## src/rtl/switch_pkg.sv

```systemverilog
// Shared types for the switch output-stage arbitration logic.
package switch_pkg;

  typedef enum logic {ARB_IDLE, ARB_OWN} arb_state_t;

endpackage

```

## src/rtl/rr_picker.sv

```systemverilog
// Rotating priority search: first set request after base, wrapping round, base checked last.
module rr_picker #(
  parameter int WIDTH = 4,
  parameter int SEL_W = (WIDTH > 1) ? $clog2(WIDTH) : 1
) (
  input  logic [WIDTH-1:0] req,
  input  logic [SEL_W-1:0] base,
  output logic             found,
  output logic [SEL_W-1:0] idx
);

  logic             hi_found;
  logic [SEL_W-1:0] hi_idx;
  logic             lo_found;
  logic [SEL_W-1:0] lo_idx;

  // Descending scans so the lowest qualifying index is the last one written.
  always_comb begin
    hi_found = 1'b0;
    hi_idx   = '0;
    lo_found = 1'b0;
    lo_idx   = '0;
    for (int i = WIDTH - 1; i >= 0; i--) begin
      if (req[i] && (i > int'(base))) begin
        hi_found = 1'b1;
        hi_idx   = SEL_W'(i);
      end
      if (req[i] && (i <= int'(base))) begin
        lo_found = 1'b1;
        lo_idx   = SEL_W'(i);
      end
    end
    found = hi_found | lo_found;
    idx   = hi_found ? hi_idx : lo_idx;
  end

endmodule

```

## src/rtl/wrr_arbiter.sv

```systemverilog
// Weighted round-robin arbiter with packet lock for one crossbar output port.
// Valid/ready: a beat of the owner moves when valid & ready & bid[select]; last marks its tail.
module wrr_arbiter
  import switch_pkg::*;
#(
  parameter int WIDTH    = 4,
  parameter int WEIGHT_W = 4,
  parameter int SEL_W    = (WIDTH > 1) ? $clog2(WIDTH) : 1
) (
  input  logic                      CLK,
  input  logic                      nRST,
  input  logic [WIDTH-1:0]          bid,
  input  logic [WIDTH-1:0]          last,
  input  logic [WIDTH*WEIGHT_W-1:0] weight,
  input  logic                      ready,
  output logic [SEL_W-1:0]          select,
  output logic [WIDTH-1:0]          grant,
  output logic                      valid,
  output logic [WEIGHT_W-1:0]       credits,
  output arb_state_t                dbg_state,
  output logic                      dbg_in_pkt
);

  arb_state_t          state_q, state_d;
  logic [SEL_W-1:0]    select_q, select_d;
  logic [WIDTH-1:0]    grant_q, grant_d;
  logic                valid_q, valid_d;
  logic [WEIGHT_W-1:0] credits_q, credits_d;
  logic                in_pkt_q, in_pkt_d;

  logic                pick_found;
  logic [SEL_W-1:0]    pick_idx;
  logic [WEIGHT_W-1:0] pick_weight;
  logic [WEIGHT_W-1:0] load_credits;
  logic [WIDTH-1:0]    pick_onehot;
  logic                xfer;
  logic                tail;
  logic                rearb;

  rr_picker #(
    .WIDTH (WIDTH),
    .SEL_W (SEL_W)
  ) u_picker (
    .req   (bid),
    .base  (select_q),
    .found (pick_found),
    .idx   (pick_idx)
  );

  // A zero weight would starve the winner, so it counts as one packet.
  always_comb begin
    pick_weight = '0;
    pick_onehot = '0;
    for (int i = 0; i < WIDTH; i++) begin
      if (SEL_W'(i) == pick_idx) begin
        pick_weight    = weight[i*WEIGHT_W +: WEIGHT_W];
        pick_onehot[i] = 1'b1;
      end
    end
    load_credits = (pick_weight == '0) ? WEIGHT_W'(1) : pick_weight;
  end

  assign xfer  = valid_q & ready & bid[select_q];
  assign tail  = xfer & last[select_q];
  assign rearb = (tail & (credits_q == WEIGHT_W'(1))) | (~in_pkt_q & ~bid[select_q]);

  always_comb begin
    state_d   = state_q;
    select_d  = select_q;
    grant_d   = grant_q;
    valid_d   = valid_q;
    credits_d = credits_q;
    in_pkt_d  = in_pkt_q;
    case (state_q)
      ARB_IDLE: begin
        if (pick_found) begin
          state_d   = ARB_OWN;
          select_d  = pick_idx;
          grant_d   = pick_onehot;
          valid_d   = 1'b1;
          credits_d = load_credits;
          in_pkt_d  = 1'b0;
        end
      end
      ARB_OWN: begin
        if (rearb) begin
          if (pick_found) begin
            select_d  = pick_idx;
            grant_d   = pick_onehot;
            credits_d = load_credits;
            in_pkt_d  = 1'b0;
          end else begin
            // select is left alone so the next search rotates from here.
            state_d   = ARB_IDLE;
            grant_d   = '0;
            valid_d   = 1'b0;
            credits_d = '0;
            in_pkt_d  = 1'b0;
          end
        end else if (tail) begin
          credits_d = credits_q - WEIGHT_W'(1);
          in_pkt_d  = 1'b0;
        end else if (xfer) begin
          in_pkt_d  = 1'b1;
        end
      end
      default: begin
        state_d = ARB_IDLE;
        grant_d = '0;
        valid_d = 1'b0;
      end
    endcase
  end

  always_ff @(posedge CLK or negedge nRST) begin
    if (!nRST) begin
      state_q   <= ARB_IDLE;
      select_q  <= '0;
      grant_q   <= '0;
      valid_q   <= 1'b0;
      credits_q <= '0;
      in_pkt_q  <= 1'b0;
    end else begin
      state_q   <= state_d;
      select_q  <= select_d;
      grant_q   <= grant_d;
      valid_q   <= valid_d;
      credits_q <= credits_d;
      in_pkt_q  <= in_pkt_d;
    end
  end

  assign select     = select_q;
  assign grant      = grant_q;
  assign valid      = valid_q;
  assign credits    = credits_q;
  assign dbg_state  = state_q;
  assign dbg_in_pkt = in_pkt_q;

endmodule

```

## config.mk

```make
export PLATFORM = sky130hd
export DESIGN_NAME = wrr_arbiter
export DESIGN_NICKNAME = d
export VERILOG_FILES = /design/src/rtl/switch_pkg.sv /design/src/rtl/rr_picker.sv /design/src/rtl/wrr_arbiter.sv
export SDC_FILE = /design/constraint.sdc
export NUM_CORES = 1
export LEC_CHECK = 0
export BUFFER_PORTS_ARGS = -buffer_cell sky130_fd_sc_hd__buf_2
export CAP_MARGIN = 20
export CORE_MARGIN = 5
export CORE_UTILIZATION = 25
export DETAILED_ROUTE_END_ITERATION = 10
export GPL_ROUTABILITY_DRIVEN = 0
export MAX_ROUTING_LAYER = met4
export PLACE_DENSITY = 0.49
export RECOVER_POWER = 25
export SYNTH_ARGS = -nofsm -noshare
export SYNTH_HDL_FRONTEND = slang
export SYNTH_HIERARCHICAL = 1
export SYNTH_SLANG_ARGS = --single-unit
```

## constraint.sdc

```tcl
create_clock -name CLK -period 2.05 [get_ports CLK]
set_input_delay 0.3075 -clock CLK [delete_from_list [all_inputs] [get_ports CLK]]
set_output_delay 0.3075 -clock CLK [all_outputs]
set_load 0.02 [all_outputs]
```

==> qor.yml <==
critical_path:
  end_kind: "register"
  cp_max_fo: 8
  crit_required_ps: 2180
  critPathKind: "register to register"
  crit_arrival_ps: 2170
  crit_path_start_kind: "register"
detailed_routing:
  vias_per_cell: 4.70
  routed_wl_um: 2870
  post_drt_wl_per_cell_um: 13.4
  drtIter0Drc: 29
  drc: 0
  drt-pass1-iter-count: 4
  antenna_left: 0
  vias: 1010
power:
  peakVddDrop_mv: 0.643
  comb_power_share_pct: 68.8
  swShare_pct: 39.8
  p_switching_w: 0.000897
  leakage_nw: 0.777
  power_density_nw_per_um2: 1460
  power_w: 0.00225
  power_frac_seq_pct: 21.0
  clockPowerShare_pct: 10.2
  power.internal_w: 0.00135
timing:
  finalSetupViolCount: 0
  min_period_over_period_pct: 99.6
  fin_skew_ps: 3.65
  min_period_ps: 2040
  hold_viol: 0
  fmax_mhz: 490
  rsz0062_at_grt: "true"
  maxSlewViolCount: 0
  whs_ps: 510
  tightest_slew_ps: 761
  setup_slack_ps: 7.97
  setup_tns_ps: 0
  slew_headroom_pct: 49.3
synthesis:
  synth_seq_cells: 13
  ys_seq_area_share_pct: 31.6
  yosys_warnings: 6
  synth_top_area_share_pct: 31.6
  synth_cell_types: 33
  syn_area_um2: 1030
  synthFlopType: "dfrtp_1"
  synth_nets: 129
  avgSynthCellArea_um2: 10.4
  synth_top_area_cell: "dfrtp_1"
  synthCells: 99
  synthArstFlopShare_pct: 100
  synth_area_leaders: "dfrtp_1 (32%), mux4_2 (13%), mux2_4 (7.3%)"
  synth_enable_flop_cells: 0
clock_network:
  clk_pin_slew_ps: 50
  cts_tree: "built"
  cts.sinks: 13
  cts_buffers: 3
  clkLatencyLatePin_ps: 240
  htreeDepth: 1
  clock_path_buffers: 2
  clockRootBuffer: "clkbuf_8"
floorplanning:
  rows: 23
  die_y_um: 74.2
  ios: 40
  start_util_pct: 25.8
  dieArea_um2: 5510
  core-area_um2: 4000
  die_w_um: 74.2
finish:
  fill_cells: 413
  layout.nets: 196
  drive_above_1_share_pct: 51.5
  multi_input_area_um2: 691
  final_cell_mix: "buf_2 (38), buf_4 (22), nand2_1 (12)"
  layout_commonest_cell: "buf_2"
  regArea_um2: 328
  diodes: 0
  final_area_um2: 1550
  syn2layout_area_growth_pct: 49.9
place:
  placed_area_um2: 1400
  portBuffers: 39
  post-place-ws_ps: -130
  dp_hpwl_um: 2280
job:
  maxCapViolCount: 0
global_routing:
  use_met2_pct: 19.6
  grt_pass1_vias: 1080
  top_usage_layer: "met2"
  overflow: 0
  grtUsageMet1_pct: 12.9
  use_met3_pct: 3.51
  grt_max_degree: 14
  track_usage_pct: 11.2
  grt_pass1_wl_um: 4670
  antenna_found_initial: 0
outcome:
  status: "completed"
hold_path:
  hold_class: "register to register"
-- cell families after synthesis --
| group | share of synthesized area [%] |
|---|---|
| compound gates | 13.6 |
| fa+ha+maj | 3.64 |
| buf+inv | 2.55 |
| flops | 31.6 |
| mux | 26.5 |
| simple gates | 22.2 |
-- cell usage after synthesis (all sizes together) (2+ instances only) --
library cell	number
nor3	3
o21ai	5
nor3b	2
or2	2
nand2	12
inv	5
a21oi	3
nor2b	4
mux2	7
a22o	3
nor2	5
dfrtp	13
mux4	6
ha	3
nand2b	3
a31oi	2
nand3	2
mux2i	4
a211oi	2
-- power groups by stage --
stage,combinational [W],sequential (W),clock [W]
after detailed placement,0.00138,0.000492,0
after floorplan,0.000820,0.000612,0
final,0.00155,0.000472,0.000230
after global routing,0.00170,0.000492,0.000251
after CTS,0.00151,0.000473,0.000241
after global placement,0.00137,0.000487,0
-- state kept, by name, indices dropped and copies added (netlist names) --
signal	flops
credits	4
dbg_in_pkt	1
dbg_state	1
grant	4
select	2
valid	1
-- worst paths after layout --
path	startpoint	endpoint	slack [ps]	cells after the start
hold / removal	grant[0]$_DFFE_PN0P_	grant[0]$_DFFE_PN0P_	510	1
setup reg to reg	select[0]$_DFFE_PN0P_	grant[1]$_DFFE_PN0P_	8	5
setup / recovery	select[0]$_DFFE_PN0P_	grant[1]$_DFFE_PN0P_	8	5
hold reg to reg	grant[0]$_DFFE_PN0P_	grant[0]$_DFFE_PN0P_	510	1
min in group asynchronous	nRST	credits[0]$_DFFE_PN0P_	650	2
max in group asynchronous	nRST	select[0]$_DFFE_PN0P_	880	2
-- per-layer routing --
metal / share of wire (%) / wire [um]
met1: 43 / 1230
met4: 0.28 / 8
met2: 53 / 1530
met5: 0 / 0
met3: 3.3 / 96
-- layout make-up --
class                   count  area share (%)
clock buffers               4            2.91
inverters                   5            1.21
multi-input cells          79            44.7
flip-flops and latches     13            21.2
well taps                  50            4.05
repair buffers             64            25.9
-- stage by stage --
step | util [%] | instances
2_1_floorplan | - | 99
3_3_place_gp | 35.1 | 202
3_5_place_dp | 35.1 | 202
4_1_cts | 37.8 | 212
5_1_grt | 38.6 | 215
6_report | 38.6 | 215
-- worst max-delay path, cell delays in order, from the launching register on --
cell and delay (ps):
dfrtp_2 440, mux4_2 530, and4b_1 230, nand3b_4 210, and2b_4 230, mux2_4 290
-- timing repair --
item | 4_1_cts | 5_1_grt
setup buffers | 5 | 3
hold endpoints to repair | 13 | 0
gates resized for setup | 2 | 3
pin swaps | 0 | 1
hold buffers | 1 | 0
setup endpoints to repair | 9 | 10
Note: power is estimated with default switching activity, not from simulation.
